==> src/rtl/thor2024_commit_stage.sv <==
// thor2024_commit_stage: two-wide in-order retirement with precise-exception handshake and flush.
// Optional retired-instruction counter enabled by THOR2024_RETIRE_CNT_EN.
module thor2024_commit_stage #(
  parameter int FLUSH_CYCLES = 2,
  parameter int EXC_W        = 8
) (
  input  logic             clk,
  input  logic             rst,
  input  logic             head0_v,
  input  logic             head1_v,
  input  logic             head0_done,
  input  logic             head1_done,
  input  logic [5:0]       head0_tgt,
  input  logic [5:0]       head1_tgt,
  input  logic [63:0]      head0_val,
  input  logic [63:0]      head1_val,
  input  logic [EXC_W-1:0] head0_exc,
  input  logic [EXC_W-1:0] head1_exc,
  input  logic [63:0]      head0_pc,
  input  logic             commit_stall,
  input  logic             exc_ack,
  output logic [1:0]       head_adv,
  output logic             commit0_v,
  output logic             commit1_v,
  output logic [5:0]       commit0_tgt,
  output logic [5:0]       commit1_tgt,
  output logic [63:0]      commit0_bus,
  output logic [63:0]      commit1_bus,
  output logic             exc_v,
  output logic [EXC_W-1:0] exc_cause,
  output logic [63:0]      exc_pc,
  output logic             flush,
  output logic [63:0]      retired_cnt
);
  typedef enum logic [1:0] {RUN, EXC, DRAIN} state_t;
  localparam int CW = $clog2(FLUSH_CYCLES + 1);
  state_t        r_state, w_next;
  logic [CW-1:0] r_fcnt;
  logic          w_run, w_ok0, w_ok1, w_exc0;
  assign w_run  = r_state == RUN;
  assign w_ok0  = head0_v & head0_done & (head0_exc == '0) & !commit_stall;
  assign w_ok1  = w_ok0 & head1_v & head1_done & (head1_exc == '0);
  assign w_exc0 = head0_v & head0_done & (head0_exc != '0) & !commit_stall;
  always_ff @(posedge clk or negedge rst)
    if (!rst) r_state <= RUN;
    else      r_state <= w_next;
  always_comb begin
    w_next = r_state;
    if (w_run && w_exc0)                      w_next = EXC;
    else if (r_state == EXC && exc_ack)       w_next = DRAIN;
    else if (r_state == DRAIN && r_fcnt == CW'(1)) w_next = RUN;
  end
  // Reset gating keeps the combinational advance at zero while rst is low.
  always_comb begin
    head_adv = !rst           ? 2'd0 :
               w_run          ? {w_ok1, w_ok0 & !w_ok1} :
               r_state == EXC ? {1'b0, exc_ack} : 2'd0;
    exc_v    = r_state == EXC;
    flush    = r_state == DRAIN;
  end
  always_ff @(posedge clk or negedge rst)
    if (!rst) begin
      commit0_v   <= 1'b0;
      commit1_v   <= 1'b0;
      commit0_tgt <= '0;
      commit1_tgt <= '0;
      commit0_bus <= '0;
      commit1_bus <= '0;
      exc_cause   <= '0;
      exc_pc      <= '0;
      r_fcnt      <= '0;
    end else begin
      // Same-target pair: only the younger write is architecturally visible.
      commit0_v   <= w_run & w_ok0 & (head0_tgt != '0) & !(w_ok1 & (head0_tgt == head1_tgt));
      commit1_v   <= w_run & w_ok1 & (head1_tgt != '0);
      commit0_tgt <= head0_tgt;
      commit1_tgt <= head1_tgt;
      commit0_bus <= head0_val;
      commit1_bus <= head1_val;
      if (w_run && w_exc0) begin
        exc_cause <= head0_exc;
        exc_pc    <= head0_pc;
      end
      if (r_state == EXC && exc_ack) r_fcnt <= CW'(FLUSH_CYCLES);
      else if (r_state == DRAIN)     r_fcnt <= r_fcnt - CW'(1);
    end
`ifdef THOR2024_RETIRE_CNT_EN
  logic [63:0] r_retired;
  always_ff @(posedge clk or negedge rst)
    if (!rst)       r_retired <= '0;
    else if (w_run) r_retired <= r_retired + 64'(head_adv);
  assign retired_cnt = r_retired;
`else
  assign retired_cnt = '0;
`endif
endmodule

==> config.mk <==
export PLATFORM = sky130hd
export DESIGN_NAME = thor2024_commit_stage
export DESIGN_NICKNAME = d
export VERILOG_FILES = /design/src/rtl/thor2024_commit_stage.sv
export SDC_FILE = /design/constraint.sdc
export NUM_CORES = 1
export LEC_CHECK = 0
export CAP_MARGIN = 40
export CORE_AREA = 2 2 199 201
export CTS_CLUSTER_DIAMETER = 100
export CTS_CLUSTER_SIZE = 14
export DETAILED_ROUTE_END_ITERATION = 8
export DIE_AREA = 0 0 201 203
export GPL_TIMING_DRIVEN = 1
export HOLD_SLACK_MARGIN = 0.05
export MAX_ROUTING_LAYER = met4
export SYNTH_ARGS = -nofsm -noshare
export SYNTH_HDL_FRONTEND = slang
export SYNTH_SLANG_ARGS = --single-unit
==> constraint.sdc <==
create_clock -name clk -period 2.46 [get_ports clk]
set_input_delay 0.246 -clock clk [delete_from_list [all_inputs] [get_ports clk]]
set_output_delay 0.246 -clock clk [all_outputs]
set_load 0.005 [all_outputs]
==> results by stage, run 1 <==
Synthesis:
- Sorting the synthesized cells by how often they occur yields dfrtp_1, buf_4, mux2_2.
- The synthesized design contains 0 enable-type register cells.
- The area of the mapped netlist is 7166 um^2.
- The number of warnings reported in the yosys synthesis log is 0.
- Each instance of the synthesized netlist takes up on average between 15 and 20 um^2.
- In the post-synthesis netlist, the cell with the most instances is dfrtp_1.
- The share of the Yosys chip area taken by registers is 0.7613.
- The fraction of synthesis flops using an asynchronous set or reset pin is 1.000.
- The leading register cell type out of synthesis is dfrtp_1.
- Synthesis inferred roughly 220 register bits.
- Yosys attributes the largest share of cell area to dfrtp_1, mux2_2, buf_4, mux2_4, buf_6.
- After technology mapping, the gate count stands at 408.
- In this run, distinct cell masters in the synthesized netlist total 28.
- Of the post-synthesis cell area, the dominant cell type holds 0.7613.
- The dominant cell type by area after synthesis is dfrtp_1.

Floorplanning:
- The die covers between 40000 and 50000 um^2.
- For this configuration, the core starts out at a cell density of 0.1863.
- The I/O pin count is 510.
- The height of the die is roughly 200 um.
- The row count is 72.
- The region available for standard cell placement spans 38470 um^2.
- The floorplan die width is around 200 um.

Global routing:
- The global-route wire length before repair is approximately 34 mm.
- The global-route total usage across every layer is 0.1129.
- The pin count of the biggest net entering global routing is between 100 and 150.
- Global routing finished with a remaining overflow of 0.
- The via count of the first global-routing pass came to about 5300.
- The number of antenna violations at the first check in global routing is 1.

Critical path:
- The worst setup path is launched from a primary input.
- The setup path with the least slack is of type primary input to primary output.
- For the worst setup path, the data required time is ~2.2 ns.
- The beginning of the critical path is head0_exc[0].
- The minimum setup slack among reg-to-reg paths is around 0.70 ns.
- The critical path goes through clkdlybuf4s50_1, nor4_4, buf_4, nand4b_1, buf_4, buf_4, nor3_1, dlygate4sd2_1.
- Among the stages of the critical path, the cell type that occurs most often is buf_4.
- The worst setup path is captured at a primary output.
- The startpoint identified for the worst register-to-register timing path is r_state[1].
- The maximum fanout encountered on the critical timing path is 3.
- On the worst path, the slowest cell contributes a delay of roughly 0.45 ns.
- On the critical path, the stage with the largest delay is an instance of clkdlybuf4s50_1.
- In this run the critical register-to-register path is captured at exc_pc[40].
- Counting cells, the worst reg-to-reg path comes to 4.
- The destination of the critical timing path is head_adv[1].
- The critical path arrival is about 2.1 ns.

Timing:
- Setup repair after global routing left no endpoint under its margin.
- Setup violations remaining at the end of the flow were counted as 0.
- Based on the critical path, the design can be clocked at up to roughly 430 MHz.
- Dividing the final minimum period by the clock period gives 0.9479.
- The total negative setup slack is 0 ns.
- The final number of max-transition violations is 0.
- Across all hold checks on the routed design, the worst slack comes to between 0.15 and 0.2 ns.
- The clock arrives with between 0.008 and 0.009 ns of skew.
- The post-layout minimum cycle time is roughly 2.3 ns.
- The number of hold-slack violations in the final timing report was 0.
- The max-slew headroom at the worst pin is 0.5074.
- At the pin with the least slew margin, the transition time is between 0.7 and 0.8 ns.

Final layout:
- Once layout is complete, the utilization of the core stands at 0.3295.
- The layout has about 3800 filler cells.
- Registers take ~5500 um^2.
- The finished layout holds 1401 standard cells, fillers aside.
- Of the cells placed in the final design, the portion with a size suffix greater than 1 is 0.1281.
- The post-synthesis to final-layout area growth is 76.86%.
- Summing all multi-input logic gate instances after layout gives 1401 um^2.
- At the end of the flow, the number of nets in the layout was ~1100.

Power:
- The power density over cell area is a little over 800 nW/um^2.
- The worst voltage drop across the vdd grid is around 0.49 mV.
- Overall power consumption after layout is estimated at about 10 mW.
- In this run the static leakage power is 5.280 nW.

Route:
- The sum of routed wire length over all layers is about 23 mm.
- The pre-antenna-repair detailed-routing pass consisted of 4 iterations.
- The detailed router finished its first iteration with ~130 violations.
- The via density per instance is 3.464.
- For this run, design rule violations remaining after detail routing come to 0.
- In the final routed layout, each cell accounts on average for between 15 and 20 um.
- The number of routed nets with antenna violations is 0.
- The number of vias in the routed layout is ~4900.

CTS:
- The maximum level of the CTS H-tree is 1.
- TritonCTS built the clock tree.
- The buffer cell driving the clock tree root is clkbuf_16.
- Clock-pin slew was measured on the worst setup and hold paths at 0.07 ns.
- The clock net in this run drives a total of 218 sinks.
- At the later pin of the worst-skew pair, clock insertion delay measures 0.50 ns.
- The number of buffers created by CTS is 19.
- The maximum buffer depth of the clock tree is 3.

Run status:
- The flow ran to the end, and the final reports show no timing, DRC or antenna violations.

Flow run:
- Across the run, the number of max-cap violations was 0.

Place:
- The half-perimeter wire length of the detailed placement result is about 18 mm.
- Buffers placed on the I/O ports in this run total 445.
- Counting tap cells, the placed design contains a total of between 1000 and 1500 instances.
- The final weighted congestion of routability-driven global placement is 0.8144.

Min path:
- The type of the most critical hold path is primary input to register.
-- metrics by stage --
| stage | setup slack [ns] | instance area, um^2 |
|---|---|---|
| finish | 0.1281 | 12670 |
| global route | 0.01015 | 12670 |
| CTS | 0.07405 | 12670 |
| detailed placement | -0.4305 | 12130 |
| global placement | -0.4340 | 12130 |
| floorplan | 0.6487 | 7402 |
-- state kept, by name (all words and copies together) (netlist names) --
signal       count
commit0_bus     64
commit1_bus     64
exc_pc          64
exc_cause        8
commit0_tgt      6
commit1_tgt      6
r_fcnt           2
r_state          2
commit0_v        1
commit1_v        1
-- repair_timing --
action                     4_1_cts  5_1_grt
resized for setup                6        0
setup endpoints to repair        2        0
setup buffers                    1        0
hold endpoints to repair       218        0
hold buffers                     1        0
-- cells in the final DEF (no fill, tap or decap), drive strengths merged --
master / netlist / layout
clkinv: 0 / 1
clkbuf: 0 / 19
inv: 3 / 4
nand2b: 1 / 1
nor3: 3 / 3
a211oi: 1 / 1
a2111oi: 1 / 1
dlygate4sd3: 0 / 1
xnor2: 6 / 6
or4: 1 / 1
dlygate4sd2: 0 / 2
a221oi: 1 / 1
ha: 1 / 1
dfrtp: 218 / 218
o21ai: 1 / 1
nand4b: 1 / 1
mux2: 72 / 72
a22oi: 1 / 1
nor2b: 1 / 1
nor2: 5 / 5
nor4: 5 / 5
nor4bb: 1 / 1
nand3b: 1 / 1
nand2: 3 / 3
a21o: 1 / 1
buf: 72 / 17
conb: 1 / 64
clkdlybuf4s50: 0 / 442
a21oi: 5 / 5
nand3: 2 / 2
diode: 0 / 1
-- worst min path at each step --
stage	to	from	cells after the start	slack [ns]
3_5_place_dp	exc_pc[36]	rst	2	0.36
5_1_grt	commit1_bus[0]	head1_val[0]	1	0.14
4_1_cts	commit0_bus[50]	head0_val[50]	1	0.14
2_1_floorplan	commit0_bus[0]	rst	0	-0.05
6_report	commit1_bus[29]	head1_val[29]	1	0.17
3_3_place_gp	exc_pc[36]	rst	2	0.35
-- critical path: cells and delay by family --
family                 cells  cell delay (ns)
buffers and inverters      5             1.19
and+or+nand+nor            3             0.65
-- routing by layer --
layer,wire [um],global-route usage,vias up
met2,11150,0.1822,283
met5,0,-,-
met4,414,0.02222,0
met3,2740,0.05361,29
li1,-,-,2167
met1,8821,0.1283,2374
-- report_power, final --
group	total [mW]	internal (mW)	switching (mW)
Combinational	2.99	2.10	0.890
Clock	2.65	1.38	1.27
Sequential	4.72	4.32	0.399
Total	10.4	7.80	2.56
-- final cells by class --
cell class | instances | area share
Timing Repair Buffer | 462 | 0.3679
Antenna cell | 1 | 0.0001975
Sequential cell | 218 | 0.4304
Clock inverter | 2 | 0.001382
Tap cell | 518 | 0.05114
Multi-Input combinational cell | 178 | 0.1106
Inverter | 3 | 0.0008885
Clock buffer | 19 | 0.03752
-- cell families (layout without fill, tap and decap cells) --
kind of cell,Yosys count,after routing,synth area share
muxes,72,72,0.1179
AOI/OAI and AO/OA,11,11,0.01240
DFF,218,218,0.7613
buffers and inverters,75,486,0.08032
other,1,65,0.0005233
xor gates and xnor gates,6,6,0.007334
and+or+nand+nor,24,24,0.01851
adders and majority gates,1,1,0.001746
Power figures use the tool's default switching activity.
==> run 2, diff against run 1 <==
--- a/config.mk
+++ b/config.mk
@@ -12,7 +12,7 @@
 export DETAILED_ROUTE_END_ITERATION = 8
 export DIE_AREA = 0 0 201 203
 export GPL_TIMING_DRIVEN = 1
-export HOLD_SLACK_MARGIN = 0.05
+export HOLD_SLACK_MARGIN = 0.1
 export MAX_ROUTING_LAYER = met4
 export SYNTH_ARGS = -nofsm -noshare
 export SYNTH_HDL_FRONTEND = slang
==> constraint.sdc (replaced) <==
create_clock -name clk -period 2.8 [get_ports clk]
set_input_delay 0.28 -clock clk [delete_from_list [all_inputs] [get_ports clk]]
set_output_delay 0.28 -clock clk [all_outputs]
set_load 0.005 [all_outputs]
==> results by stage, run 2 (synthesized netlist as in run 1, its figures left out) <==
Route:
- The DRC marker count from the first detailed-route iteration is 114 (was 127).
- The sum of routed wire length over all layers is 23.11 mm (was 23.13 mm).
- The number of routed nets with antenna violations is 0 (unchanged).
- The via density per instance is 3.469 (was 3.464).
- The remaining routing DRC violations is 0 (unchanged).
- The number of optimization iterations in the first detailed-route pass was 4 (unchanged).
- The average detailed-routed wire length per instance was 16.57 um (was 16.51 um).
- The number of vias in the routed layout is 4839 (was 4853).

Critical path:
- The maximum fanout encountered on the critical timing path is 3 (unchanged).
- The type of element launching the critical path was a primary input (unchanged).
- The required arrival time at the worst endpoint came to 2.52 ns (was 2.21 ns).
- The capturing element type of the critical path is a primary output (unchanged).
- The critical setup path kind is primary input to primary output (unchanged).
- The critical register-to-register path startpoint was r_state[1] (unchanged).
- The critical path arrival is 2.48 ns (was 2.09 ns).
- The beginning of the critical path is head0_exc[7] (was head0_exc[0]).
- The minimum setup slack among reg-to-reg paths is 0.64 ns (was 0.70 ns).

Timing:
- Timing would allow up to 362.7 MHz.
- The max-slew headroom at the worst pin came to 0.5237 (was 0.5074).
- The final critical-path share of the clock period is 0.9846.
- Setup repair after global routing missed its margin: no (unchanged).
- The worst path needs between 2 and 3 ns of the cycle, external delays included.
- The actual slew at the worst max-slew pin came to 0.7145 ns (was 0.7389 ns).
- The number of hold-slack violations in the final timing report is 0 (unchanged).
- The total negative setup slack is 0 ns (unchanged).
- The total of endpoints with negative setup slack in the final report is 0 (unchanged).
- The final clock skew is 0.01804 ns (was 0.008306 ns).
- The final number of max-transition violations came to 0 (unchanged).

Final layout:
- The most frequent standard cell in the layout excluding fill and tap cells is clkdlybuf4s50_1 (unchanged).
- The layout net count is 1104 (was 1111).
- Commonest cells after routing, fill and taps aside: clkdlybuf4s50_1, dfrtp_1, conb_1 (unchanged).
- The share of the core filled with cells is 0.3288 (was 0.3295).
- The fraction of final layout cells sized beyond drive strength 1 is 0.1221 (was 0.1281).
- The count of placed standard cells in the final layout, fillers left out is 1395 (was 1401).
- The post-synthesis to final-layout area growth is 76.53% (was 76.86%).
- Top Registers: commit0_bus: 64 flops, commit1_bus: 64 flops, exc_pc: 64 flops (unchanged).

Power:
- The clock group share of total power is 0.266 (was 0.256).
- The combinational fraction of design power is 0.280 (was 0.288).
- The switching power summed over all nets is 2.235 mW (was 2.565 mW).
- The total power consumption of the routed design is 9.185 mW (was 10.36 mW).
- The internal power component is 6.950 mW (was 7.800 mW).
- The worst voltage drop across the vdd grid is 0.4758 mV (was 0.4901 mV).
- The switching part of the total power is 0.2434 (was 0.2474).
- The power density over cell area came to 726.1 nW/um^2 (was 817.8 nW/um^2).
- The leakage dissipation came to 5.250 nW (was 5.280 nW).
- The share of total power in sequential cells was 0.454 (was 0.456).

Min path:
- The type of the most critical hold path is primary input to register (unchanged).
- The worst min-delay path startpoint is head1_val[61] (was head1_val[29]).

CTS:
- The clock tree from TritonCTS was done (unchanged).
- The total clock sinks is 218 (unchanged).
- The post-CTS setup buffer count is 0 (was 1).
- The maximum level of the CTS H-tree was 1 (unchanged).
- The post-CTS clock slew at the launch and capture registers of the worst setup and hold paths was 0.07 ns (about the same).
- The clock latency on the worst-skew pair is 0.51 ns (was 0.50 ns).
- The number of buffers created by CTS is 19 (unchanged).
- The maximum buffer depth of the clock tree is 3 (unchanged).
- The buffer cell driving the clock tree root is clkbuf_16 (unchanged).

Global routing:
- The global-route total usage across every layer is 0.1122 (was 0.1129).
- The number of antenna violations at the first check in global routing is 1 (unchanged).
- The pin count of the biggest net entering global routing is 112 (was 120).
- The via count of the first global-routing pass is 5247 (was 5349).
- The final global-route overflow total was 0 (unchanged).
- The global-route wire length before repair came to 33.51 mm (was 33.66 mm).

Floorplanning:
- The overall die area is 40800 um^2 (unchanged).
- The row count is 72 (unchanged).
- The core footprint is 38470 um^2 (unchanged).
- The floorplan die width was 201 um (unchanged).
- The height of the die is 203 um (unchanged).
- The initial core utilization was 0.1863 (unchanged).
- The I/O pin count is 510 (unchanged).

Place:
- The final weighted congestion of routability-driven global placement is 0.8122 (was 0.8144).
- The half-perimeter wire length of the detailed placement result came to 18.01 mm (was 18.12 mm).
- The number of cells after detailed placement is 1371 (was 1377).
- The count of input and output buffers came to 445 (unchanged).

Run status:
- Status: finished, final reports clean (unchanged).

Flow run:
- The max-cap check violation count came to 0 (unchanged).
## run 2: cell count changes in the layout (fill, tap and decap cells not counted), sizes merged
cell / change
dlygate4sd2: -2
clkdlybuf4s50: +2
buf: -7
clkinv: -1
bufinv: +1
clkbuf: +1
## run 2: layout make-up
| cell class | count | area (um^2) |
|---|---|---|
| fill | 3830 | 25820 |
| tap | 518 | 648.1 |
| timing repair buffer | 455 | 4603 |
| antenna | 1 | 2.502 |
| multi-input combinational | 178 | 1401 |
| clock buffer | 20 | 489.2 |
| inverter | 3 | 11.26 |
| clock inverter | 2 | 38.79 |
| sequential | 218 | 5455 |
## run 2: what timing repair did
action	4_1_cts	5_1_grt
pin swaps	0	1
gates resized for setup	3	1
setup endpoints to repair	2	1
hold endpoints to repair	218	0
hold buffers	1	0
## run 2: path summary, 6_finish.rpt
check	endpoint	depth (start not counted)
worst max-delay path	head_adv[1]	7
worst min-delay path	commit1_bus[61]	1
worst max register to register	exc_cause[1]	4
worst min register to register	exc_pc[48]	1
max in group asynchronous	commit0_bus[2]	3
min in group asynchronous	exc_pc[51]	3
## run 2: power by group through the flow
stage / registers (mW) / clock network, mW / logic, mW
finish: 4.17 / 2.44 / 2.58
global route: 4.25 / 2.70 / 2.76
CTS: 4.18 / 2.56 / 2.62
detailed placement: 4.24 / 0 / 2.61
global placement: 4.22 / 0 / 2.58
floorplan: 4.21 / 0 / 0.765
## run 2: critical path, stage by stage
cell and delay [ns]:
clkdlybuf4s50_1 0.47, nor4_4 0.41, buf_12 0.15, nand4b_1 0.22, buf_4 0.23, nor3_1 0.17
clkdlybuf4s50_1 0.54
## run 2: routing by layer
metal / share of wire / wire [um] / track usage / vias to the layer above
met2: 0.48 / 11160 / 0.1803 / 297
li1: - / - / - / 2155
met1: 0.38 / 8781 / 0.1263 / 2364
met4: 0.014 / 318 / 0.02540 / 0
met3: 0.12 / 2847 / 0.05441 / 23
met5: 0 / 0 / - / -
## run 2: per-stage QoR
| step | hold WS, ns | worst slack (ns) | area (um^2) |
|---|---|---|---|
| after detailed placement | 0.4250 | -0.2012 | 12080 |
| after CTS | 0.1643 | 0.009167 | 12640 |
| after floorplan | -0.01559 | 0.9887 | 7402 |
| final | 0.1985 | 0.04326 | 12650 |
| after global placement | 0.4311 | -0.2458 | 12070 |
| after global routing | 0.1675 | 0.008752 | 12650 |
==> run 3, diff against run 2 <==
--- a/config.mk
+++ b/config.mk
@@ -11,9 +11,11 @@
 export CTS_CLUSTER_SIZE = 14
 export DETAILED_ROUTE_END_ITERATION = 8
 export DIE_AREA = 0 0 201 203
+export DONT_BUFFER_PORTS = 1
 export GPL_TIMING_DRIVEN = 1
 export HOLD_SLACK_MARGIN = 0.1
 export MAX_ROUTING_LAYER = met4
+export SETUP_SLACK_MARGIN = 0.1
 export SYNTH_ARGS = -nofsm -noshare
 export SYNTH_HDL_FRONTEND = slang
 export SYNTH_SLANG_ARGS = --single-unit
==> results by stage, run 3 <==
Synthesis:
- The fraction of synthesized cell area taken by the top area cell type came to 0.7613 (unchanged).
- The number of unique standard cell types used by synthesis is 28 (unchanged).
- Top cells by count, synth: dfrtp_1, buf_4, mux2_2 (unchanged).
- The count of flip-flops with a built-in enable after synthesis is 0 (unchanged).
- The gate count of the mapped netlist is 408 (unchanged).
- The area of the mapped netlist came to 7166 um^2 (unchanged).
- The leading register cell type out of synthesis is dfrtp_1 (unchanged).
- The post-synthesis register bit count came to 218 (unchanged).
- The number of warnings reported in the yosys synthesis log is 0 (unchanged).
- The most frequent cell after synthesis is dfrtp_1 (unchanged).
- The sequential cell area fraction in the yosys report came to 0.7613 (unchanged).
- The per-instance average area after synthesis came to 17.56 um^2 (unchanged).
- Biggest area contributors in the synthesized netlist: dfrtp_1, mux2_2, buf_4, mux2_4, buf_6 (unchanged).
- The dominant cell type by area after synthesis is dfrtp_1 (unchanged).
- The fraction of synthesis flops using an asynchronous set or reset pin is 1.000 (unchanged).

CTS:
- The total of hold buffers inserted after clock tree synthesis came to 190 (was 1).
- The number of buffers created by CTS is 20 (was 19).
- The post-CTS setup buffer count is 0 (unchanged).
- The buffer cell driving the clock tree root is clkbuf_16 (unchanged).
- The maximum buffer depth of the clock tree came to 3 (unchanged).
- The maximum level of the CTS H-tree is 1 (unchanged).
- The quantity of gates resized following cts was 0 (was 3).
- The total clock sinks is 218 (unchanged).

Run status:
- Status: aborted with a tool error (was finished, final reports clean).
- The failing step is 4_1_cts.
- The tool reported: "[ERROR RSZ-0060] Max buffer count reached".

Floorplanning:
- The floorplan die width is 201 um (unchanged).
- The I/O pin count came to 510 (unchanged).
- The initial core utilization is 0.1863 (unchanged).
- The height of the die is 203 um (unchanged).
- The row count is 72 (unchanged).

Place:
- The count of input and output buffers is 0 (was 445).
- The half-perimeter wire length of the detailed placement result came to 14.51 mm (was 18.01 mm).
- The setup slack after placement came to 0.8205 ns (was -0.2012 ns).
- The final weighted congestion of routability-driven global placement is 0.8127 (was 0.8122).
==> run 3: cell counts after synthesis <==
Identical to the previous run, type by type.
==> run 3: cell families after synthesis <==
logic type / synth area share
XOR/XNOR: 0.007334
adder cells (fa/ha/maj): 0.001746
multiplexers: 0.1179
buffers and inverters: 0.08032
flip-flops: 0.7613
AO/OA/AOI/OAI: 0.01240
AND/OR/NAND/NOR: 0.01851
other: 0.0005233
==> run 3: stage by stage <==
stage / hold WS, ns / instances / cell area (um^2)
2_1_floorplan: -0.01559 / 471 / 7402
3_3_place_gp: -0.01132 / 919 / 7513
3_5_place_dp: -0.01127 / 921 / 7523
==> run 4, diff against run 3 <==
==> config.mk (replaced) <==
export PLATFORM = sky130hd
export DESIGN_NAME = thor2024_commit_stage
export DESIGN_NICKNAME = d
export VERILOG_FILES = /design/src/rtl/thor2024_commit_stage.sv
export SDC_FILE = /design/constraint.sdc
export NUM_CORES = 1
export LEC_CHECK = 0
export CAP_MARGIN = 40
export CORE_AREA = 2 2 198 200
export DETAILED_ROUTE_END_ITERATION = 8
export DIE_AREA = 0 0 200 202
export DONT_BUFFER_PORTS = 1
export GPL_TIMING_DRIVEN = 1
export PLACE_DENSITY_LB_ADDON = 0.15
export SYNTH_ARGS = -nofsm -noshare
export SYNTH_HDL_FRONTEND = slang
export SYNTH_SLANG_ARGS = --single-unit
==> results by stage, run 4 <==
Run status:
- Status: aborted with a tool error (unchanged).
- The failing step is 4_1_cts (unchanged).
- Tool error: [ERROR RSZ-0060] Max buffer count reached (unchanged).

Place:
- The count of input and output buffers is 0 (unchanged).
- The final weighted congestion of routability-driven global placement is 0.7379 (was 0.8127).
- The half-perimeter wire length of the detailed placement result is 13.60 mm (was 14.51 mm).

Synthesis:
- The number of unique standard cell types used by synthesis is 28 (unchanged).
- Biggest area contributors in the synthesized netlist: dfrtp_1, mux2_2, buf_4, mux2_4, buf_6 (unchanged).
- The dominant cell type by area after synthesis is dfrtp_1 (unchanged).
- The post-synthesis register bit count is 218 (unchanged).
- The fraction of synthesized cell area taken by the top area cell type is 0.7613 (unchanged).
- The leading register cell type out of synthesis is dfrtp_1 (unchanged).
- The per-instance average area after synthesis was 17.56 um^2 (unchanged).
- The sequential cell area fraction in the yosys report came to 0.7613 (unchanged).
- The fraction of synthesis flops using an asynchronous set or reset pin is 1.000 (unchanged).
- The area of the mapped netlist came to 7166 um^2 (unchanged).
- The count of flip-flops with a built-in enable after synthesis is 0 (unchanged).
- The gate count of the mapped netlist is 408 (unchanged).
- The most frequent cell after synthesis is dfrtp_1 (unchanged).
- Top cells by count, synth: dfrtp_1, buf_4, mux2_2 (unchanged).
- The number of warnings reported in the yosys synthesis log is 0 (unchanged).

Floorplanning:
- The height of the die is 202 um (was 203 um).
- The initial core utilization is 0.1872 (was 0.1863).
- The I/O pin count is 510 (unchanged).
- The floorplan die width is 200 um (was 201 um).
- The row count was 72 (unchanged).

CTS:
- The buffer cell driving the clock tree root was clkbuf_16 (unchanged).
- The total clock sinks came to 218 (unchanged).
- The total of hold buffers inserted after clock tree synthesis was 193 (was 190).
- The maximum level of the CTS H-tree came to 1 (unchanged).
- The number of buffers created by CTS is 24 (was 20).
- The quantity of gates resized following cts is 0 (unchanged).
- The maximum buffer depth of the clock tree came to 3 (unchanged).
- The post-CTS setup buffer count is 0 (unchanged).
## run 4: through the flow
step / worst slack [ns] / hold slack [ns] / std cells / util / instance area (um^2)
3_5_place_dp: 0.4737 / -0.01099 / 919 / 0.1962 / 7513
3_3_place_gp: 0.5090 / -0.009773 / 919 / 0.1962 / 7513
2_1_floorplan: 0.9887 / -0.01559 / 471 / - / 7402
## run 4: kinds of logic after synthesis
kind of cell    share of synthesized area
xor+xnor                         0.007334
flops                              0.7613
fa+ha+maj                        0.001746
other cells                     0.0005233
buf+inv                           0.08032
mux                                0.1179
compound gates                    0.01240
simple gates                      0.01851
